[src/rtl/hazard_pkg.sv]
// Shared types for the pipeline hazard controller: FSM state encoding and
// forwarding-select codes used by the ID-stage operand muxes.
package hazard_pkg;

   typedef enum logic [2:0] {
      ST_RUN     = 3'd0,
      ST_LDSTALL = 3'd1,
      ST_FLUSH   = 3'd2,
      ST_MDWAIT  = 3'd3,
      ST_HALT    = 3'd4
   } hz_state_e;

   localparam logic [1:0] FWD_RF  = 2'b00;
   localparam logic [1:0] FWD_MEM = 2'b01;
   localparam logic [1:0] FWD_WB  = 2'b10;

endpackage

[src/rtl/fwd_sel.sv]
// Forwarding select for one ID-stage operand; the younger EX/MEM result
// shadows the older MEM/WB result when both target the same register.
module fwd_sel
   import hazard_pkg::*;
(
   input  logic [3:0] rs,
   input  logic       mem_regWrite,
   input  logic [3:0] mem_regDes,
   input  logic       wb_regWrite,
   input  logic [3:0] wb_regDes,
   output logic [1:0] fwd
);

   // Priority select: EX/MEM, then MEM/WB, then register file
   always_comb begin
      fwd = FWD_RF;
      if (mem_regWrite && (mem_regDes == rs)) begin
         fwd = FWD_MEM;
      end else if (wb_regWrite && (wb_regDes == rs)) begin
         fwd = FWD_WB;
      end else begin
         fwd = FWD_RF;
      end
   end

endmodule

[src/rtl/pipe_hazard_ctrl.sv]
// Hazard/sequencing controller for the five-stage core: load-use stalls,
// branch flushes, multi-cycle MUL/DIV holds, halt, and bring-up counters.
module pipe_hazard_ctrl
   import hazard_pkg::*;
#(
   parameter int MD_LAT = 4,
   parameter int CNT_W  = 16
) (
   input  logic             clk,
   input  logic             rst,
   input  logic [3:0]       id_rs1,
   input  logic [3:0]       id_rs2,
   input  logic             id_use1,
   input  logic             id_use2,
   input  logic             ex_memRead,
   input  logic             ex_regWrite,
   input  logic [3:0]       ex_regDes,
   input  logic             ex_muldiv,
   input  logic             ex_brTaken,
   input  logic             mem_regWrite,
   input  logic             wb_regWrite,
   input  logic [3:0]       mem_regDes,
   input  logic [3:0]       wb_regDes,
   input  logic             halt_req,
   output logic             pcWrite,
   output logic             ifidWrite,
   output logic             idexHold,
   output logic             ifidFlush,
   output logic             idexFlush,
   output logic [1:0]       fwd1,
   output logic [1:0]       fwd2,
   output logic             mdBusy,
   output logic             halted,
   output logic [CNT_W-1:0] stallCnt,
   output logic [CNT_W-1:0] flushCnt
);

   // One spare bit keeps the counter at least 2 bits wide for MD_LAT=2
   localparam int MD_W = $clog2(MD_LAT) + 1;
   localparam logic [MD_W-1:0] MD_LOAD = MD_W'(MD_LAT - 2);

   hz_state_e        state_r;
   hz_state_e        state_nxt_s;
   logic [MD_W-1:0]  md_cnt_r;
   logic [MD_W-1:0]  md_nxt_s;
   logic [CNT_W-1:0] stall_cnt_r;
   logic [CNT_W-1:0] flush_cnt_r;
   logic             flush_inc_s;
   logic             stall_inc_s;
   logic             lu_s;
   logic [1:0]       fwd1_s;
   logic [1:0]       fwd2_s;

   assign lu_s = ex_memRead & ex_regWrite &
                 ((id_use1 & (id_rs1 == ex_regDes)) |
                  (id_use2 & (id_rs2 == ex_regDes)));

   fwd_sel u_fwd1 (
      .rs           (id_rs1),
      .mem_regWrite (mem_regWrite),
      .mem_regDes   (mem_regDes),
      .wb_regWrite  (wb_regWrite),
      .wb_regDes    (wb_regDes),
      .fwd          (fwd1_s)
   );

   fwd_sel u_fwd2 (
      .rs           (id_rs2),
      .mem_regWrite (mem_regWrite),
      .mem_regDes   (mem_regDes),
      .wb_regWrite  (wb_regWrite),
      .wb_regDes    (wb_regDes),
      .fwd          (fwd2_s)
   );

   assign fwd1 = rst ? FWD_RF : fwd1_s;
   assign fwd2 = rst ? FWD_RF : fwd2_s;

   // Next-state and zero-latency control outputs
   always_comb begin
      pcWrite     = 1'b1;
      ifidWrite   = 1'b1;
      idexHold    = 1'b0;
      ifidFlush   = 1'b0;
      idexFlush   = 1'b0;
      mdBusy      = 1'b0;
      halted      = 1'b0;
      flush_inc_s = 1'b0;
      state_nxt_s = state_r;
      md_nxt_s    = md_cnt_r;
      if (rst) begin
         pcWrite     = 1'b0;
         ifidWrite   = 1'b0;
         ifidFlush   = 1'b1;
         idexFlush   = 1'b1;
         state_nxt_s = ST_RUN;
      end else begin
         case (state_r)
            ST_RUN: begin
               if (halt_req) begin
                  pcWrite     = 1'b0;
                  ifidWrite   = 1'b0;
                  idexFlush   = 1'b1;
                  state_nxt_s = ST_HALT;
               end else if (ex_brTaken) begin
                  ifidFlush   = 1'b1;
                  idexFlush   = 1'b1;
                  flush_inc_s = 1'b1;
                  state_nxt_s = ST_FLUSH;
               end else if (ex_muldiv) begin
                  pcWrite     = 1'b0;
                  ifidWrite   = 1'b0;
                  idexHold    = 1'b1;
                  md_nxt_s    = MD_LOAD;
                  state_nxt_s = ST_MDWAIT;
               end else if (lu_s) begin
                  pcWrite     = 1'b0;
                  ifidWrite   = 1'b0;
                  idexFlush   = 1'b1;
                  state_nxt_s = ST_LDSTALL;
               end else begin
                  state_nxt_s = ST_RUN;
               end
            end
            // ID holds either the re-issued consumer or a bubble: no new lu check
            ST_LDSTALL, ST_FLUSH: begin
               state_nxt_s = ST_RUN;
            end
            ST_MDWAIT: begin
               if (md_cnt_r == {MD_W{1'b0}}) begin
                  state_nxt_s = ST_RUN;
               end else begin
                  pcWrite     = 1'b0;
                  ifidWrite   = 1'b0;
                  idexHold    = 1'b1;
                  mdBusy      = 1'b1;
                  md_nxt_s    = md_cnt_r - MD_W'(1);
                  state_nxt_s = ST_MDWAIT;
               end
            end
            ST_HALT: begin
               pcWrite     = 1'b0;
               ifidWrite   = 1'b0;
               idexFlush   = 1'b1;
               halted      = 1'b1;
               state_nxt_s = ST_HALT;
            end
            default: begin
               pcWrite     = 1'b0;
               ifidWrite   = 1'b0;
               idexFlush   = 1'b1;
               state_nxt_s = ST_RUN;
            end
         endcase
      end
   end

   assign stall_inc_s = ~pcWrite & (state_r != ST_HALT);

   // State, MD down-counter and saturating performance counters
   always_ff @(posedge clk) begin
      if (rst) begin
         state_r     <= ST_RUN;
         md_cnt_r    <= {MD_W{1'b0}};
         stall_cnt_r <= {CNT_W{1'b0}};
         flush_cnt_r <= {CNT_W{1'b0}};
      end else begin
         state_r  <= state_nxt_s;
         md_cnt_r <= md_nxt_s;
         if (stall_inc_s && (stall_cnt_r != {CNT_W{1'b1}})) begin
            stall_cnt_r <= stall_cnt_r + CNT_W'(1);
         end
         if (flush_inc_s && (flush_cnt_r != {CNT_W{1'b1}})) begin
            flush_cnt_r <= flush_cnt_r + CNT_W'(1);
         end
      end
   end

   assign stallCnt = stall_cnt_r;
   assign flushCnt = flush_cnt_r;

endmodule
[config.mk]
export PLATFORM = sky130hd
export DESIGN_NAME = pipe_hazard_ctrl
export DESIGN_NICKNAME = d
export VERILOG_FILES = /design/src/rtl/hazard_pkg.sv /design/src/rtl/fwd_sel.sv /design/src/rtl/pipe_hazard_ctrl.sv
export SDC_FILE = /design/constraint.sdc
export NUM_CORES = 1
export LEC_CHECK = 0
export BUFFER_PORTS_ARGS = -buffer_cell sky130_fd_sc_hd__buf_2
export CAP_MARGIN = 20
export CORE_MARGIN = 1
export CORE_UTILIZATION = 35
export CTS_BUF_LIST = sky130_fd_sc_hd__clkbuf_16
export DETAILED_ROUTE_END_ITERATION = 6
export PLACE_DENSITY_LB_ADDON = 0.08
export SETUP_SLACK_MARGIN = 0.02
export SYNTH_ARGS = -nofsm -noshare
export SYNTH_HDL_FRONTEND = slang
export SYNTH_HIERARCHICAL = 1
export SYNTH_SLANG_ARGS = --single-unit
[constraint.sdc]
create_clock -name clk -period 6.42 [get_ports clk]
set_input_delay 1.605 -clock clk [delete_from_list [all_inputs] [get_ports clk]]
set_output_delay 1.605 -clock clk [all_outputs]
set_load 0.005 [all_outputs]
==> out/summary.md, run 1 <==
The run gives 0 as the final-report setup violation count. The power per cell area works out to 203 mW/mm2. The total negative setup slack is 0 ns, and the number of max-slew violations in the final report is 0. The run gives 450 uW as the total internal power. The run gives 221 MHz as the peak clock frequency supported by timing.

The logs give 11.7% for the relative contribution of combinational cells to total power and 0.00701 mm2 for the die outline area. For the clock network fraction of total power, the log shows 46.4%. The number of synthesized register bits came out at 38. Leaving out fill and tap cells, the most frequent cell in the layout is buf_2. The congestion estimate from routability-driven global placement came to 0.754. A synthesized cell averages 8.06 um2.

The count of buffers from port buffering came out at 73. Dividing the final minimum period by the clock period gives 70.5%. The run gives 135 uW as the switching power. The run gives 4 as the first-pass iteration count of the detailed router. In this run the post-CTS setup repair buffer count came out at 0.

By startpoint and endpoint, the worst setup path is classified as in -> out. Measured against its own limit, the worst slew margin works out to 36.5%. The quantity of hold-fixing buffers added after cts was 0. The floorplan step set the die width to 83.7 um. Of all nets on the critical path, the largest fanout is 4. The most instantiated flip-flop cell in the synthesis netlist is dfxtp_1.

The share of final-layout standard cells stronger than drive strength 1 works out to 25.7%. The clock buffer count from CTS is 5. For the number of rows in the core area, the log shows 29. The global routing usage summed across all routing layers came out at 16.0%. For this run, the slowest stage of the critical path takes 0.44 ns. The tools report the maximum level of the CTS H-tree as 2. The signal on the critical path passes through buf_2 -> xnor2_1 -> nand4_1 -> or4_4 -> a31oi_1 -> o32ai_1 -> buf_2. The first global-routing pass estimated 9260 um of wire. The tightest hold margin was 0.482 ns. The cell count after synthesis came out at 290. The remaining global-route overflow was 0. The logs give 0.00273 mm2 for the cell area after placement and 0 for the post-CTS resize count. The critical path contains buffers and inverters numbering 2 combined. The path type of the worst min-delay path was reg -> reg.

The tools report the cell chosen for the clock root as clkbuf_16. In the layout the commonest cells are buf_2, dfxtp_1, nor2_1. Setup repair after global routing left no endpoint under its margin. The worst setup path is captured at a primary output.

The finished layout holds 435 standard cells, fillers aside. Counting every net in the synthesized netlist gives 325. The count of nets left with antenna violations once routing finished came out at 0.

STA classifies the critical path startpoint as an input pin. Yosys printed 6 warnings. The number of flops mapped to enable cells by yosys is 0, and the worst endpoint data arrival time is 2.92 ns. Dividing the detail-routed wire length by the instance count gives 12.4 um. The maximum clock insertion buffer count was 2. The logs give 45 for the number of distinct library cells after synthesis and 0.00639 mm2 for the area of the core.

The total leakage power is 0.00119 uW, and the setup slack of the critical path after layout is 1.90 ns. The number of nets in the layout is 393, and the number of antenna violations at the first check in global routing is 0. The worst-case reg-to-reg path depth works out to 8. Summed over all layers, the routed wires come to 5380 um.

The via count of the first global-routing pass is 2,024. The worst endpoint required time is 4.82 ns. The cell with the largest stage delay on the worst path was or4_4. The tool flagged a number of max-cap violations equal to 0. The critical path crosses 7 cells after its start point. For the pin with the worst max-slew slack, the measured transition is 0.952 ns. The worst path needs 4.52 ns of the cycle, external delays included.

The family of cells with the greatest summed delay on the critical path is simple AND/OR/NAND/NOR gates. The logs give 428 for the cell count after placement and 0.00234 mm2 for the summed instance area of the synthesized netlist. 74 I/O pins were placed.

The run gives 0 as the post-detailed-route DRC marker count. The count of antenna diodes in the layout came out at 0. The run finished with clean final reports.

The initial utilization of the core area, before any placement, comes to 36.6%. Counting instances, the worst hold path has a depth of 2. Across the VDD grid, the largest voltage drop is 123 uV. Summing the sequential cell areas from Yosys gives 32.5% of the chip area. The worst slack after detailed placement was 1.90 ns; the sequential fraction of design power was 41.9%. The floorplan step set the die height to 83.7 um. The first routing iteration left 102 violations.

Clock sink total: 38. From synthesis to final layout, the design area changed by 23.7%. The clock arrives with 0.00888 ns of skew. The via density per instance came out at 5.23. Detailed routing inserted a total of 2,277 vias.

Clock-pin slew was measured on the worst setup and hold paths at 0.05 ns. The fraction of registers with async set/reset is 0%, and the net switching share of the total power is 23.1%. The final-report hold violation count was 0; the final non-filler cell area was 0.00289 mm2.

For the worst-skew pair, the clock arrives at the later sink with an insertion delay of 0.28 ns. The largest net degree at the start of global routing is 54. TritonCTS built the clock tree. The run gives 4030 um as the half-perimeter wire length after placement. In this design, the critical path's most frequently occurring cell is buf_2.
==> routing by layer <==
| layer | track usage [%] | up-vias | wire length, um |
|---|---|---|---|
| met5 | 0 | - | 0 |
| met4 | 5.55 | 0 | 68 |
| met3 | 4.35 | 6 | 317 |
| met2 | 24.3 | 54 | 2270 |
| met1 | 21.7 | 1015 | 2720 |
| li1 | - | 1202 | - |
==> path summary, 6_finish.rpt <==
path,start,end,slack [ns]
setup / recovery,id_rs1[0],ifidWrite,1.90
hold / removal,md_cnt_r[1]$_SDFFE_PP0P_,md_cnt_r[1]$_SDFFE_PP0P_,0.48
setup reg to reg,md_cnt_r[0]$_SDFFE_PP0P_,stallCnt[4]$_SDFFE_PP0P_,3.70
hold reg to reg,md_cnt_r[1]$_SDFFE_PP0P_,md_cnt_r[1]$_SDFFE_PP0P_,0.48
==> Yosys cell counts (4+ instances only) <==
| master | n | area, um2 |
|---|---|---|
| xor2_1 | 20 | 175 |
| nand4_1 | 12 | 75.1 |
| nor2_1 | 29 | 109 |
| and3_1 | 5 | 31.3 |
| or3_1 | 8 | 50.1 |
| dfxtp_1 | 38 | 761 |
| inv_1 | 17 | 63.8 |
| nor3_1 | 6 | 30.0 |
| or4_1 | 10 | 75.1 |
| nor4_1 | 6 | 37.5 |
| nand2_1 | 14 | 52.6 |
| ha_1 | 4 | 50.1 |
| o21ai_0 | 12 | 60.1 |
| xnor2_1 | 6 | 52.6 |
| a21oi_1 | 23 | 115 |
| o31ai_1 | 10 | 75.1 |
| nor2b_1 | 8 | 50.1 |
| nand3_1 | 13 | 65.1 |
==> through the flow <==
stage | total power, uW | util, %
after floorplan | 293 | -
after global placement | 319 | 42.8
after detailed placement | 319 | 42.8
after CTS | 595 | 45.3
after global routing | 613 | 45.3
final | 585 | 45.3
==> tightest hold or removal path, cell delays in order (launching register included) <==
cell and delay (ns):
dfxtp_1 0.29, inv_1 0.07, a211oi_1 0.07
==> kinds of logic (layout without fill, tap and decap cells) <==
| family | count (synthesis) | count (layout) | share of synthesized area (%) |
|---|---|---|---|
| AND/OR/NAND/NOR | 129 | 129 | 32.1 |
| multiplexers | 3 | 3 | 1.45 |
| adder cells (fa/ha/maj) | 4 | 4 | 2.14 |
| flip-flops | 38 | 38 | 32.5 |
| buffers and inverters | 29 | 97 | 5.62 |
| AO/OA/AOI/OAI | 61 | 61 | 16.4 |
| XOR/XNOR | 26 | 26 | 9.74 |
==> flip-flops by register name (all words and copies together) (netlist names) <==
register  cells
flushCnt     16
md_cnt_r      3
stallCnt     16
state_r       3
==> power groups by stage <==
stage	Combinational, uW	Sequential, uW	Clock [uW]
after floorplan	44.7	249	0
after global placement	68.6	250	0
after detailed placement	68.9	250	0
after CTS	69.3	245	280
after global routing	77.7	246	289
final	68.5	245	272
==> area by class of cell <==
| class | instances | area, um2 |
|---|---|---|
| multi-input cells | 223 | 1450 |
| well taps | 77 | 96.3 |
| clock inverters | 2 | 33.8 |
| flip-flops and latches | 38 | 761 |
| inverters | 17 | 63.8 |
| repair buffers | 73 | 365 |
| fillers | 677 | 3500 |
| clock buffers | 5 | 125 |
No activity file was read; power rests on OpenSTA's default activity.
==> run 2: changes to the inputs <==
==> constraint.sdc (replaced) <==
create_clock -name clk -period 4.7 [get_ports clk]
set_input_delay 1.175 -clock clk [delete_from_list [all_inputs] [get_ports clk]]
set_output_delay 1.175 -clock clk [all_outputs]
set_load 0.005 [all_outputs]
==> run 2 against run 1 <==
  * Clock-buffer cell count stayed put
  * Core utilization is 0.16 points lower
  * Final area down 0.35%
  * Combinational power is 40% higher
  * Power rose by 28%
  * Clock power is 18% higher
  * Routed wire length is 2.9% higher
  * Die area did not move
  * Clock skew shrank 0.0041 ns
  * Global-route usage rose by 0.28 points
  * Worst setup slack worse by 0.86 ns
  * Non-clock buffer count rose by 1
  * Critical path type unchanged
  * Highest routed layer unchanged
==> out/summary.md, run 2 (synthesized netlist as in run 1, its figures left out) <==
The net switching share of the total power came out at 25.0% (was 23.1%). The path type of the worst min-delay path was reg -> reg (unchanged). The run gives 0.00288 mm2 (was 0.00289 mm2) as the final non-filler cell area. The slew at the pin closest to its max-slew limit is 0.701 ns (was 0.952 ns). The count of buffers from port buffering is 73 (unchanged).

The number of max-slew violations in the final report is 0 (unchanged). The highest-utilization routing layer at the global route stage was met2 (unchanged). The logs give 0 (unchanged) for the count of max-cap constraint violations and 22.4% (was 21.7%) for the global-route track usage on met1. The logs give 74 (unchanged) for the count of boundary I/O pins and 0 (unchanged) for the final-report hold violation count. Start-to-end type of the worst setup path: in -> out (unchanged). The total leakage power is 0.00119 uW (about the same). The relative contribution of combinational cells to total power is 12.7% (was 11.7%). The launching element type of the critical path is an input pin (unchanged). Final clock skew: 0.00483 ns (was 0.00888 ns). The tools report the number of antenna violations at the first check in global routing as 0 (unchanged).

The total power came out at 752 uW (was 585 uW). The cell area after placement was 0.00274 mm2 (was 0.00273 mm2). For the clock sink total, the log shows 38 (unchanged). The maximum level of the CTS H-tree is 2 (unchanged), and the post-CTS resize count is 0 (unchanged).

The cell count after placement is 429 (was 428). In the finished design, the share of the clock period the worst path needs comes to 78.0%. The logs give 0.00701 mm2 (unchanged) for the die outline area and 25.5% (was 24.3%) for the met2 layer usage reported by global route. The clock slew seen by the registers of the worst setup and hold paths came out at 0.05 ns (about the same).

The remaining max-slew budget at the tightest pin was 52.8% (was 36.5%); the signed area change from the synthesized netlist to the final layout was 23.2% (was 23.7%). The share of final-layout standard cells stronger than drive strength 1 came out at 26.1% (was 25.7%). The logs give 2 (unchanged) for the maximum clock insertion buffer count and 273 MHz for the peak clock frequency supported by timing.

The clock network fraction of total power was 42.7% (was 46.4%); the fill cell instance count of the final layout was 660 (was 677). The count of antenna-violating nets left after detailed routing was 0 (unchanged); the via total after detailed routing was 2,323 (was 2,277). The worst slack after detailed placement was 1.03 ns (was 1.90 ns). The run gives 0 (unchanged) as the number of setup buffers added after CTS.

The tools report the cell chosen for the clock root as clkbuf_16 (unchanged). The maximum fanout count along the critical path works out to 4 (unchanged). The via count of the first global-routing pass was 2,048 (was 2,024); the setup slack of the critical path after layout was 1.03 ns (was 1.90 ns). For the worst endpoint data arrival time, the log shows 2.49 ns (was 2.92 ns). The wire length after detailed routing is 5530 um (was 5380 um). The via density per instance came out at 5.32 (was 5.23). Subtracting the final worst setup slack from the clock period gives 3.67 ns. The total internal power was 563 uW (was 450 uW). The logs give 81 (was 102) for the number of DRC violations after detailed-routing iteration 0 and 394 (was 393) for the number of nets in the layout.

TritonCTS built the clock tree. The height of the die is 83.7 um (unchanged). Initial standard-cell utilization of the core: 36.6% (unchanged).

The logs give 29 (unchanged) for the number of rows in the core area and 0 (unchanged) for the remaining global-route overflow. The power per cell area was 261 mW/mm2 (was 203 mW/mm2); the clock buffer count from CTS was 5 (unchanged). The sequential fraction of design power was 44.5% (was 41.9%). The tools report the half-perimeter wire length after placement as 4140 um (was 4030 um). The capturing element type of the critical path is a primary output (unchanged). The tools report the count of antenna diodes in the layout as 0 (unchanged). The logs give 9520 um (was 9260 um) for the first-pass GRT wire length and 437 (was 435) for the final instance count without filler cells. The floorplan die width came out at 83.7 um (unchanged).

The global routing usage summed across all routing layers was 16.3% (was 16.0%); the first-pass iteration count of the detailed router was 4 (unchanged). The latest clock arrival within the worst-skew pair is 0.28 ns (about the same). Setup repair after global routing left no endpoint under its margin.

Highest-count cells in the layout ignoring fill and taps: buf_2, dfxtp_1, nor2_1 (unchanged). The met3 demand-to-capacity share in global routing is 3.26% (was 4.35%). The worst endpoint required time came out at 3.52 ns (was 4.82 ns).

For the peak supply drop, the log shows 210 uV (was 123 uV). The tools report the quantity of hold-fixing buffers added after cts as 0 (unchanged). For the global placer's final weighted congestion, the log shows 0.754 (about the same). The area of the core came out at 0.00639 mm2 (unchanged). Most common cell after layout, fill and taps aside: buf_2 (unchanged). The largest net degree at the start of global routing is 36 (was 54). The total negative setup slack is 0 ns (unchanged), and the average wire per cell in the routed design is 12.7 um (was 12.4 um). The final-report setup violation count came out at 0 (unchanged).

The run gives 188 uW (was 135 uW) as the switching power. The run finished with clean final reports. The post-detailed-route DRC marker count was 0 (unchanged).
run 2: path summary, 6_finish.rpt:
path	startpoint	endpoint	slack, ns	depth (start not counted)
max	id_rs1[0]	ifidWrite	1.03	7
min	md_cnt_r[1]$_SDFFE_PP0P_	md_cnt_r[1]$_SDFFE_PP0P_	0.47	2
max reg2reg	md_cnt_r[0]$_SDFFE_PP0P_	stallCnt[4]$_SDFFE_PP0P_	2.05	8
min reg2reg	md_cnt_r[1]$_SDFFE_PP0P_	md_cnt_r[1]$_SDFFE_PP0P_	0.47	2
run 2: critical path, cell delays in order:
cell and delay [ns]:
buf_2 0.13, xnor2_1 0.16, nand4_1 0.12, or4_4 0.45
a31oi_1 0.18, o32ai_1 0.11, buf_2 0.15
run 2: final cells by class:
class / count / area [um2] / share of cell area [%]
multi-input combinational: 223 / 1450 / 50.2
sequential: 38 / 761 / 26.4
timing repair buffer: 74 / 373 / 12.9
clock buffer: 5 / 125 / 4.34
tap: 77 / 96.3 / 3.34
inverter: 17 / 63.8 / 2.22
clock inverter: 3 / 16.3 / 0.565
run 2: routing by layer:
metal / share of wire, % / routed length, um
met1: 52 / 2850
met2: 43 / 2360
met3: 4.7 / 262
met4: 1.0 / 57
met5: 0 / 0
run 2: per-stage QoR:
| stage | util (%) | hold WS (ns) |
|---|---|---|
| after floorplan | - | 0.444 |
| after global placement | 42.9 | 0.463 |
| after detailed placement | 42.9 | 0.464 |
| after CTS | 45.1 | 0.474 |
| after global routing | 45.1 | 0.508 |
| final | 45.1 | 0.474 |
run 2: power by group through the flow:
stage	combinational, uW	sequential, uW	clock [uW]
floorplan	61.1	340	0
finish	95.6	335	321
detailed placement	95.8	342	0
CTS	96.2	335	335
global route	108	336	346
global placement	94.8	342	0
==> run 3: changes to the inputs <==
==> constraint.sdc (replaced) <==
create_clock -name clk -period 3.7 [get_ports clk]
set_input_delay 0.925 -clock clk [delete_from_list [all_inputs] [get_ports clk]]
set_output_delay 0.925 -clock clk [all_outputs]
set_load 0.005 [all_outputs]
==> run 3 against run 2 <==
  * Via count shrank 0.30%
  * Final cell count unchanged
  * Flip-flop and latch count unchanged
  * Combinational power rose by 28%
  * Global-route usage increased by 0.31 points
  * Sequential share of layout area decreased by 0.23 points
  * Final area grew 0.87%
  * Die area unchanged
  * Core utilization rose by 0.39 points
==> out/summary.md, run 3 (synthesized netlist as in run 1, its figures left out) <==
The run finished with clean final reports. The post-detailed-route DRC marker count was 0 (unchanged); the global placer's final weighted congestion was 0.756 (was 0.754). The area of the core was 0.00639 mm2 (unchanged). The clock buffer count from CTS was 5 (unchanged). The via count of the first global-routing pass was 2,196 (was 2,048); the clock slew seen by the registers of the worst setup and hold paths was 0.05 ns (about the same). The initial standard-cell utilization of the core was 36.6% (unchanged); the peak clock frequency supported by timing was 319 MHz. Number of setup buffers added after CTS: 0 (unchanged). The signed area change from the synthesized netlist to the final layout works out to 24.3% (was 23.2%). Part of the cycle the worst path needs: 84.6%.

The tools report the wire length after detailed routing as 5530 um (about the same). Average wire per cell in the routed design: 12.6 um (was 12.7 um). Cell chosen for the clock root: clkbuf_16 (unchanged).

Via total after detailed routing: 2,316 (was 2,323). The first-pass iteration count of the detailed router came out at 4 (unchanged). The run gives 0 ns (unchanged) as the total negative setup slack. For the global routing usage summed across all routing layers, the log shows 16.6% (was 16.3%). The first-pass GRT wire length was 9790 um (was 9520 um). The maximum clock insertion buffer count came out at 2 (unchanged). Setup repair after global routing left no endpoint under its margin.

The area taken by flip-flops and latches is 761 um2 (unchanged). The peak supply drop came out at 225 uV (was 210 uV). The height of the die was 83.7 um (unchanged). The total power came out at 1020 uW (was 752 uW). Post-CTS resize count: 0 (unchanged).

The logs give 0.00145 mm2 (unchanged) for the area of the multi-input gates and 2.21 ns (was 2.49 ns) for the worst endpoint data arrival time. The maximum level of the CTS H-tree is 2 (unchanged). The slew at the pin closest to its max-slew limit came out at 0.628 ns (was 0.701 ns). For the final-report setup violation count, the log shows 0 (unchanged). The capturing element type of the critical path is a primary output (unchanged). For the number of DRC violations after detailed-routing iteration 0, the log shows 109 (was 81). The count of max-cap constraint violations is 0 (unchanged), and the count of buffers from port buffering is 73 (unchanged). TritonCTS built the clock tree.

The remaining max-slew budget at the tightest pin was 57.7% (was 52.8%); the die outline area was 0.00701 mm2 (unchanged). The worst endpoint required time was 2.77 ns (was 3.52 ns); the number of max-slew violations in the final report was 0 (unchanged). The tools report the final-report hold violation count as 0 (unchanged). The setup slack of the worst register-to-register path came out at 1.14 ns (was 2.05 ns).

The final clock skew was 0.00798 ns (was 0.00483 ns); the share of final-layout standard cells stronger than drive strength 1 was 26.1% (unchanged). Most common cell after layout, fill and taps aside: buf_2 (unchanged). Highest-count cells in the layout ignoring fill and taps: buf_2, dfxtp_1, nor2_1 (unchanged). The total leakage power is 0.00120 uW (was 0.00119 uW), and the number of antenna violations at the first check in global routing is 0 (unchanged).

The time the final worst path needs with I/O delays and setup is 3.13 ns. The launching element type of the critical path is an input pin (unchanged). Power per cell area: 350 mW/mm2 (was 261 mW/mm2). The tools report the count of boundary I/O pins as 74 (unchanged). Via density per instance: 5.30 (was 5.32). The half-perimeter wire length after placement came out at 4100 um (was 4140 um). For the number of rows in the core area, the log shows 29 (unchanged). The path type of the worst min-delay path was reg -> reg (unchanged).

The largest net degree at the start of global routing came out at 53 (was 36). The fill cell instance count of the final layout came out at 664 (was 660). The count of antenna diodes in the layout was 0 (unchanged). The latest clock arrival within the worst-skew pair was 0.28 ns (about the same); the clock sink total was 38 (unchanged). The maximum fanout count along the critical path is 4 (unchanged). The run gives 0 (unchanged) as the count of antenna-violating nets left after detailed routing. The floorplan die width works out to 83.7 um (unchanged).

Start-to-end type of the worst setup path: in -> out (unchanged). The quantity of hold-fixing buffers added after cts is 0 (unchanged). The run gives 395 (was 394) as the number of nets in the layout. The remaining global-route overflow was 0 (unchanged).
## run 3: changes by cell type in the layout (fill, tap and decap cells not counted), sizes merged
cell / previous run / this run
bufinv: 0 / 1
clkinv: 2 / 1
buf: 74 / 75
clkinvlp: 1 / 0
## run 3: metrics by stage
stage / hold WS [ns] / cells / utilization [%] / setup WS, ns / cell area (um2)
after detailed placement: 0.467 / 430 / 43.0 / 0.563 / 2750
final: 0.475 / 437 / 45.5 / 0.568 / 2910
after global routing: 0.499 / 437 / 45.5 / 0.490 / 2910
after global placement: 0.464 / 430 / 43.0 / 0.577 / 2750
after CTS: 0.479 / 437 / 45.5 / 0.558 / 2910
after floorplan: 0.444 / 290 / - / 0.736 / 2340
## run 3: report_power, final
| group | leakage (uW) | internal (uW) | switching, uW | total [uW] |
|---|---|---|---|---|
| combinational | 0.000816 | 55.2 | 66.9 | 122 |
| sequential | 0.000307 | 416 | 9.05 | 425 |
| clock | 0.0000773 | 312 | 159 | 471 |
| total | 0.00120 | 783 | 235 | 1020 |
## run 3: worst max-delay path, stage by stage
cell and delay, ns:
buf_2 0.13, xnor2_1 0.16, nand4_1 0.11, or4_4 0.44
a31oi_1 0.18, o32ai_1 0.11, buf_2 0.16
## run 3: path summary, 6_finish.rpt
kind	start	end	depth (start not counted)
max	id_rs1[0]	pcWrite	7
min	md_cnt_r[1]$_SDFFE_PP0P_	md_cnt_r[1]$_SDFFE_PP0P_	2
max reg2reg	md_cnt_r[0]$_SDFFE_PP0P_	stallCnt[14]$_SDFFE_PP0P_	9
min reg2reg	md_cnt_r[1]$_SDFFE_PP0P_	md_cnt_r[1]$_SDFFE_PP0P_	2
## run 3: final cells by class
cell class | instances | area share, %
Clock buffer | 5 | 4.31
Clock inverter | 2 | 1.16
Inverter | 17 | 2.20
Multi-Input combinational cell | 223 | 49.7
Sequential cell | 38 | 26.2
Tap cell | 77 | 3.32
Timing Repair Buffer | 75 | 13.1
## run 3: routing by layer
metal / track usage, % / vias to the layer above / routed length, um
li1: - / 1205 / -
met1: 22.0 / 1047 / 2800
met2: 27.0 / 57 / 2430
met3: 3.46 / 7 / 228
met4: 4.78 / 0 / 62
met5: 0 / - / 0
